===== config.mk =====
export PLATFORM = sky130hd
export DESIGN_NAME = cache_controller
export DESIGN_NICKNAME = d
export VERILOG_FILES = /design/src/rtl/cache_controller_pkg.sv /design/src/rtl/cache_controller.sv
export SDC_FILE = /design/constraint.sdc
export NUM_CORES = 1
export LEC_CHECK = 0
export BUFFER_PORTS_ARGS = -buffer_cell sky130_fd_sc_hd__buf_2
export CORE_AREA = 3 3 133 135
export CTS_CLUSTER_SIZE = 30
export DETAILED_ROUTE_END_ITERATION = 8
export DIE_AREA = 0 0 136 138
export PLACE_DENSITY = 0.67
export SYNTH_ARGS = -nofsm -noshare
export SYNTH_HDL_FRONTEND = slang
export SYNTH_SLANG_ARGS = --single-unit

===== constraint.sdc =====
create_clock -name clk -period 6.7 [get_ports clk]
set_clock_uncertainty 0.1 [all_clocks]
set_input_delay 0.67 -clock clk [delete_from_list [all_inputs] [get_ports clk]]
set_output_delay 0.67 -clock clk [all_outputs]
set_load 0.01 [all_outputs]

===== src/rtl/cache_controller_pkg.sv =====
// rtl/cache_controller_pkg.sv - shared state encodings, address fields and base address for cache_controller
package cache_controller_pkg;

   localparam logic [1:0] ST_IDLE    = 2'd0;
   localparam logic [1:0] ST_RD_WAIT = 2'd1;
   localparam logic [1:0] ST_FILL    = 2'd2;
   localparam logic [1:0] ST_WR_WAIT = 2'd3;

   localparam logic [31:0] CC_BASE_ADDR = 32'd1024;

   localparam int TAG_W   = 10;
   localparam int IDX_W   = 6;
   localparam int OFF_W   = 1;
   localparam int CADDR_W = TAG_W + IDX_W + OFF_W;

   // Word address relative to data memory base; wraps modulo 2^32 with no range check.
   function automatic logic [CADDR_W-1:0] cache_addr_of(input logic [31:0] addr,
                                                        input logic [31:0] base);
      logic [31:0] rel;
      rel = addr - base;
      return rel[CADDR_W+1:2];
   endfunction

endpackage


===== src/rtl/cache_controller.sv =====
// rtl/cache_controller.sv - write-through, read-allocate controller between MEM stage, data cache and SRAM
module cache_controller
   import cache_controller_pkg::*;
#(
   parameter logic [31:0] BASE_ADDR = CC_BASE_ADDR
) (
   input  logic                clk,
   input  logic                rst,
   input  logic                mem_rd_en,
   input  logic                mem_wr_en,
   input  logic [31:0]         mem_addr,
   input  logic [31:0]         mem_wdata,
   output logic [31:0]         rdata,
   output logic                ready,
   output logic [CADDR_W-1:0]  cache_address,
   output logic [63:0]         cache_wdata,
   output logic                cache_rd_en,
   output logic                cache_wr_en,
   output logic                cache_is_str,
   input  logic [31:0]         cache_rdata,
   input  logic                cache_hit,
   output logic [31:0]         sram_addr,
   output logic [31:0]         sram_wdata,
   output logic                sram_rd_en,
   output logic                sram_wr_en,
   input  logic [63:0]         sram_rdata,
   input  logic                sram_ready
);

   logic [1:0]         state;
   logic [63:0]        line_q;
   logic [31:0]        addr_q;
   logic [31:0]        wdata_q;
   logic [CADDR_W-1:0] caddr_now;
   logic [CADDR_W-1:0] caddr_q;

   assign caddr_now = cache_addr_of(mem_addr, BASE_ADDR);
   assign caddr_q   = cache_addr_of(addr_q, BASE_ADDR);

   always_ff @(posedge clk or negedge rst) begin
      if (!rst) begin
         state   <= ST_IDLE;
         line_q  <= '0;
         addr_q  <= '0;
         wdata_q <= '0;
      end else begin
         case (state)
            ST_IDLE: begin
               // A simultaneous load is dropped: the store owns the access.
               if (mem_wr_en) begin
                  addr_q  <= mem_addr;
                  wdata_q <= mem_wdata;
                  state   <= ST_WR_WAIT;
               end else if (mem_rd_en && !cache_hit) begin
                  addr_q <= mem_addr;
                  state  <= ST_RD_WAIT;
               end
            end
            ST_RD_WAIT: begin
               if (sram_ready) begin
                  line_q <= sram_rdata;
                  state  <= ST_FILL;
               end
            end
            ST_FILL: state <= ST_IDLE;
            ST_WR_WAIT: begin
               if (sram_ready) state <= ST_IDLE;
            end
            default: state <= ST_IDLE;
         endcase
      end
   end

   always_comb begin
      rdata         = '0;
      ready         = 1'b1;
      cache_address = caddr_q;
      cache_wdata   = line_q;
      cache_rd_en   = 1'b0;
      cache_wr_en   = 1'b0;
      cache_is_str  = 1'b0;
      sram_addr     = '0;
      sram_wdata    = '0;
      sram_rd_en    = 1'b0;
      sram_wr_en    = 1'b0;
      case (state)
         ST_IDLE: begin
            cache_address = caddr_now;
            cache_rd_en   = mem_rd_en;
            if (mem_wr_en) begin
               cache_is_str = 1'b1;
               ready        = 1'b0;
            end else if (mem_rd_en) begin
               if (cache_hit) rdata = cache_rdata;
               else           ready = 1'b0;
            end
         end
         ST_RD_WAIT: begin
            ready      = 1'b0;
            sram_rd_en = 1'b1;
            sram_addr  = {addr_q[31:3], 3'b000};
         end
         ST_FILL: begin
            cache_wr_en = 1'b1;
            rdata       = caddr_q[0] ? line_q[63:32] : line_q[31:0];
         end
         ST_WR_WAIT: begin
            ready      = sram_ready;
            sram_wr_en = 1'b1;
            sram_addr  = addr_q;
            sram_wdata = wdata_q;
         end
         default: ready = 1'b1;
      endcase
   end

endmodule

==> run summary <==
hold_buf cts - 0
share of power burned in registers - 32.9%
max_cap viols - 0
worst-skew pair later-pin latency - 0.40 ns
Slew Viols, Final - 0
path type of the worst min-delay path - input port to asynchronous set/reset pin
setup ws final - 2.82 ns
routed wire length - 18900 um
CTS sink cnt - 130
DIE AREA - 18800 um^2
register clock-pin slew on the reported worst setup and hold paths - 0.06 ns
initial antenna violation count - 2
Net Sw Frac - 38.4%
P_leak - 0.00461 uW
Initial Util - 38.6%
Storage cell area - 3260 um^2
number of port buffers - 348
placement-stage worst setup slack - 3.21 ns
Congestion Overflow GR - 0
Peak VDD IR - 0.318 mV
crit path max fanout - 25
nets@finish - 1030
min Tclk post-route - 3.88 ns
Synth warnings - 0
Distinct cells, synth - 33
kind of critical path - flop to output pin
row cnt - 47
endpoint class of the critical path - output pin
# DRC - 0
Root Driver - clkbuf_16
Power Density - 506 nW/um^2
max_slew headroom - 37.5%
Crit path arrival time - 3.11 ns
syn avg cell area - 12.2 um^2
Net Count, Synth - 691
# IOs - 349
clock power share - 19.1%
Switch Pwr - 1720 uW
Comb pwr share - 48.0%
Final Wtd Congestion - 0.895
footprint of the multi-input gates - 2970 um^2
number of buffers created by CTS - 17
placed cell count - 1064
vias - 5357
vias in the first global route - 5499
routed len/inst - 17.3 um
FF-to-FF setup slack - 4.10 ns
Tot Pwr - 4490 uW
final worst-path cycle share - 57.9%
# setup viols final - 0
Async SR Flop Fraction - 100%
#FFs+latches synth - 130
Post-DRT Antenna Nets - 0
startpoint types - flop
final hold violations - 0
Int Pwr - 2770 uW
layout cells sized above 1 - 60.7%
Worst Tran Pin Value - 0.937 ns
Worst EP required - 5.93 ns
outcome - complete, no violations
Syn-to-layout area delta - 38.8%
TritonCTS clock tree - built
r2r worst-path depth - 4
Post-Layout Cell Count - 1098
r2r startpoint - state[1]
Total Negative Setup Slacks - 0 ns
# fillers - 1543
drt first-iter violations - 195
Pre-antenna DRT Iters - 5
area of the core - 16600 um^2
first-pass GRT wire length - 29800 um
Top FF cell, synth - dfrtp_1
All-Layer GR Usage - 19.9%
Post-CTS Resized - 0
Post-CTS Setup Repair Bufs - 0
register area share after synthesis - 50.9%
Die Height - 138 um
Die W - 136 um
H-tree Lvls - 4
max frequency - 0.258 GHz
RSZ-0062 raised after global routing - no
largest net degree at the start of global routing - 76
DP Wirelength - 13900 um
Vias/cell - 4.88
reg2reg end - wdata_q[28]
clk buf depth - 2
number of enable flip-flop cells after synthesis - 0
final design utilization - 53.5%
post-synthesis cell count - 524
mapped cell area - 6390 um^2
==> through the flow <==
stage / hold slack, ns / instance area, um^2
after floorplan: 0.274 / 6390
after global placement: 0.380 / 8320
after detailed placement: 0.388 / 8320
after CTS: 0.222 / 8870
after global routing: 0.250 / 8880
final: 0.202 / 8880
==> state kept, by name, indices dropped and copies added, names as in the netlist <==
signal       count
cache_wdata     64
addr_q          32
wdata_q         32
state            2
==> kinds of logic (layout without fill, tap and decap cells) <==
group                      count (synthesis)  after routing  synth area share, %
other                                      0              2                    0
adders and majority gates                  1              1                0.196
muxes                                    176            176                 30.2
DFF                                      130            130                 50.9
buffers and inverters                     40            392                 2.84
and+or+nand+nor                          127            127                 11.0
AOI/OAI and AO/OA                         39             39                 3.35
xor gates and xnor gates                  11             11                 1.51
==> worst max path at each step <==
stage,cells past startpoint,from,slack [ns],end
floorplan,10,state[0],3.56,cache_address[16]
global placement,9,state[1],3.28,cache_address[16]
detailed placement,9,state[1],3.21,cache_address[16]
CTS,9,state[1],2.75,cache_address[16]
global route,9,state[1],2.46,cache_address[16]
finish,9,state[1],2.82,cache_address[16]
==> layout make-up <==
cell class                      count  area share [%]
Tap cell                          220            3.10
Inverter                            3           0.127
Antenna cell                        2          0.0564
Sequential cell                   130            36.7
Clock buffer                       21            5.30
Multi-Input combinational cell    354            33.4
Timing Repair Buffer              357            20.4
Clock inverter                     11           0.902
==> layout by cell type, fill, tap and decap left out, types with 2 or more instances in the layout <==
| cell | instances |
|---|---|
| o21ai_0 | 16 |
| and2_1 | 32 |
| xor2_1 | 5 |
| clkinv_2 | 3 |
| clkbuf_16 | 17 |
| xnor2_1 | 6 |
| a21oi_1 | 3 |
| mux2_2 | 136 |
| nor2_1 | 6 |
| nand2_1 | 37 |
| clkbuf_8 | 3 |
| o21ai_1 | 18 |
| nor3_1 | 4 |
| buf_4 | 10 |
| diode_2 | 2 |
| inv_6 | 2 |
| dfrtp_2 | 2 |
| clkinvlp_4 | 4 |
| inv_1 | 3 |
| nor3b_1 | 2 |
| mux2i_1 | 40 |
| dfrtp_1 | 128 |
| clkinv_4 | 2 |
| and3_1 | 35 |
| buf_2 | 347 |
==> power groups by stage <==
stage | registers [uW] | logic [uW] | clock network [uW]
2_1_floorplan | 1510 | 1300 | 0
3_3_place_gp | 1470 | 2160 | 0
3_5_place_dp | 1490 | 2180 | 0
4_1_cts | 1480 | 2190 | 878
5_1_grt | 1540 | 2340 | 918
6_report | 1480 | 2150 | 856
==> critical path, cell delays in order, from the launching register on <==
cell and delay, ns:
dfrtp_1 0.40, nor2_4 0.58, mux2i_1 0.40, ha_1 0.27, nor3b_1 0.31, nand2_1 0.14, nor3_1 0.20, xnor2_1 0.14
mux2i_1 0.08, buf_2 0.17
==> routing by layer <==
layer / vias to the layer above / track usage (%) / wire length, um
li1: 2517 / - / -
met1: 2584 / 23.8 / 7350
met2: 225 / 34.2 / 9690
met3: 31 / 5.38 / 1480
met4: 0 / 7.48 / 439
met5: - / 0 / 0
==> cells in the mapped netlist, types with 2 or more instances <==
| master | n | share of area [%] |
|---|---|---|
| nand2_1 | 37 | 2.2 |
| nor3b_1 | 2 | 0.23 |
| o21ai_1 | 18 | 1.4 |
| nor2_1 | 6 | 0.35 |
| mux2_2 | 136 | 24 |
| o21ai_0 | 16 | 1.3 |
| nor3_1 | 4 | 0.31 |
| xnor2_1 | 6 | 0.82 |
| and3_1 | 35 | 3.4 |
| xor2_1 | 5 | 0.68 |
| and2_1 | 32 | 3.1 |
| clkbuf_1 | 15 | 0.88 |
| a21oi_1 | 3 | 0.23 |
| mux2i_1 | 40 | 6.3 |
| inv_1 | 3 | 0.18 |
| buf_2 | 19 | 1.5 |
| buf_1 | 2 | 0.12 |
| dfrtp_1 | 130 | 51 |
(Power assumes the default switching activity.)
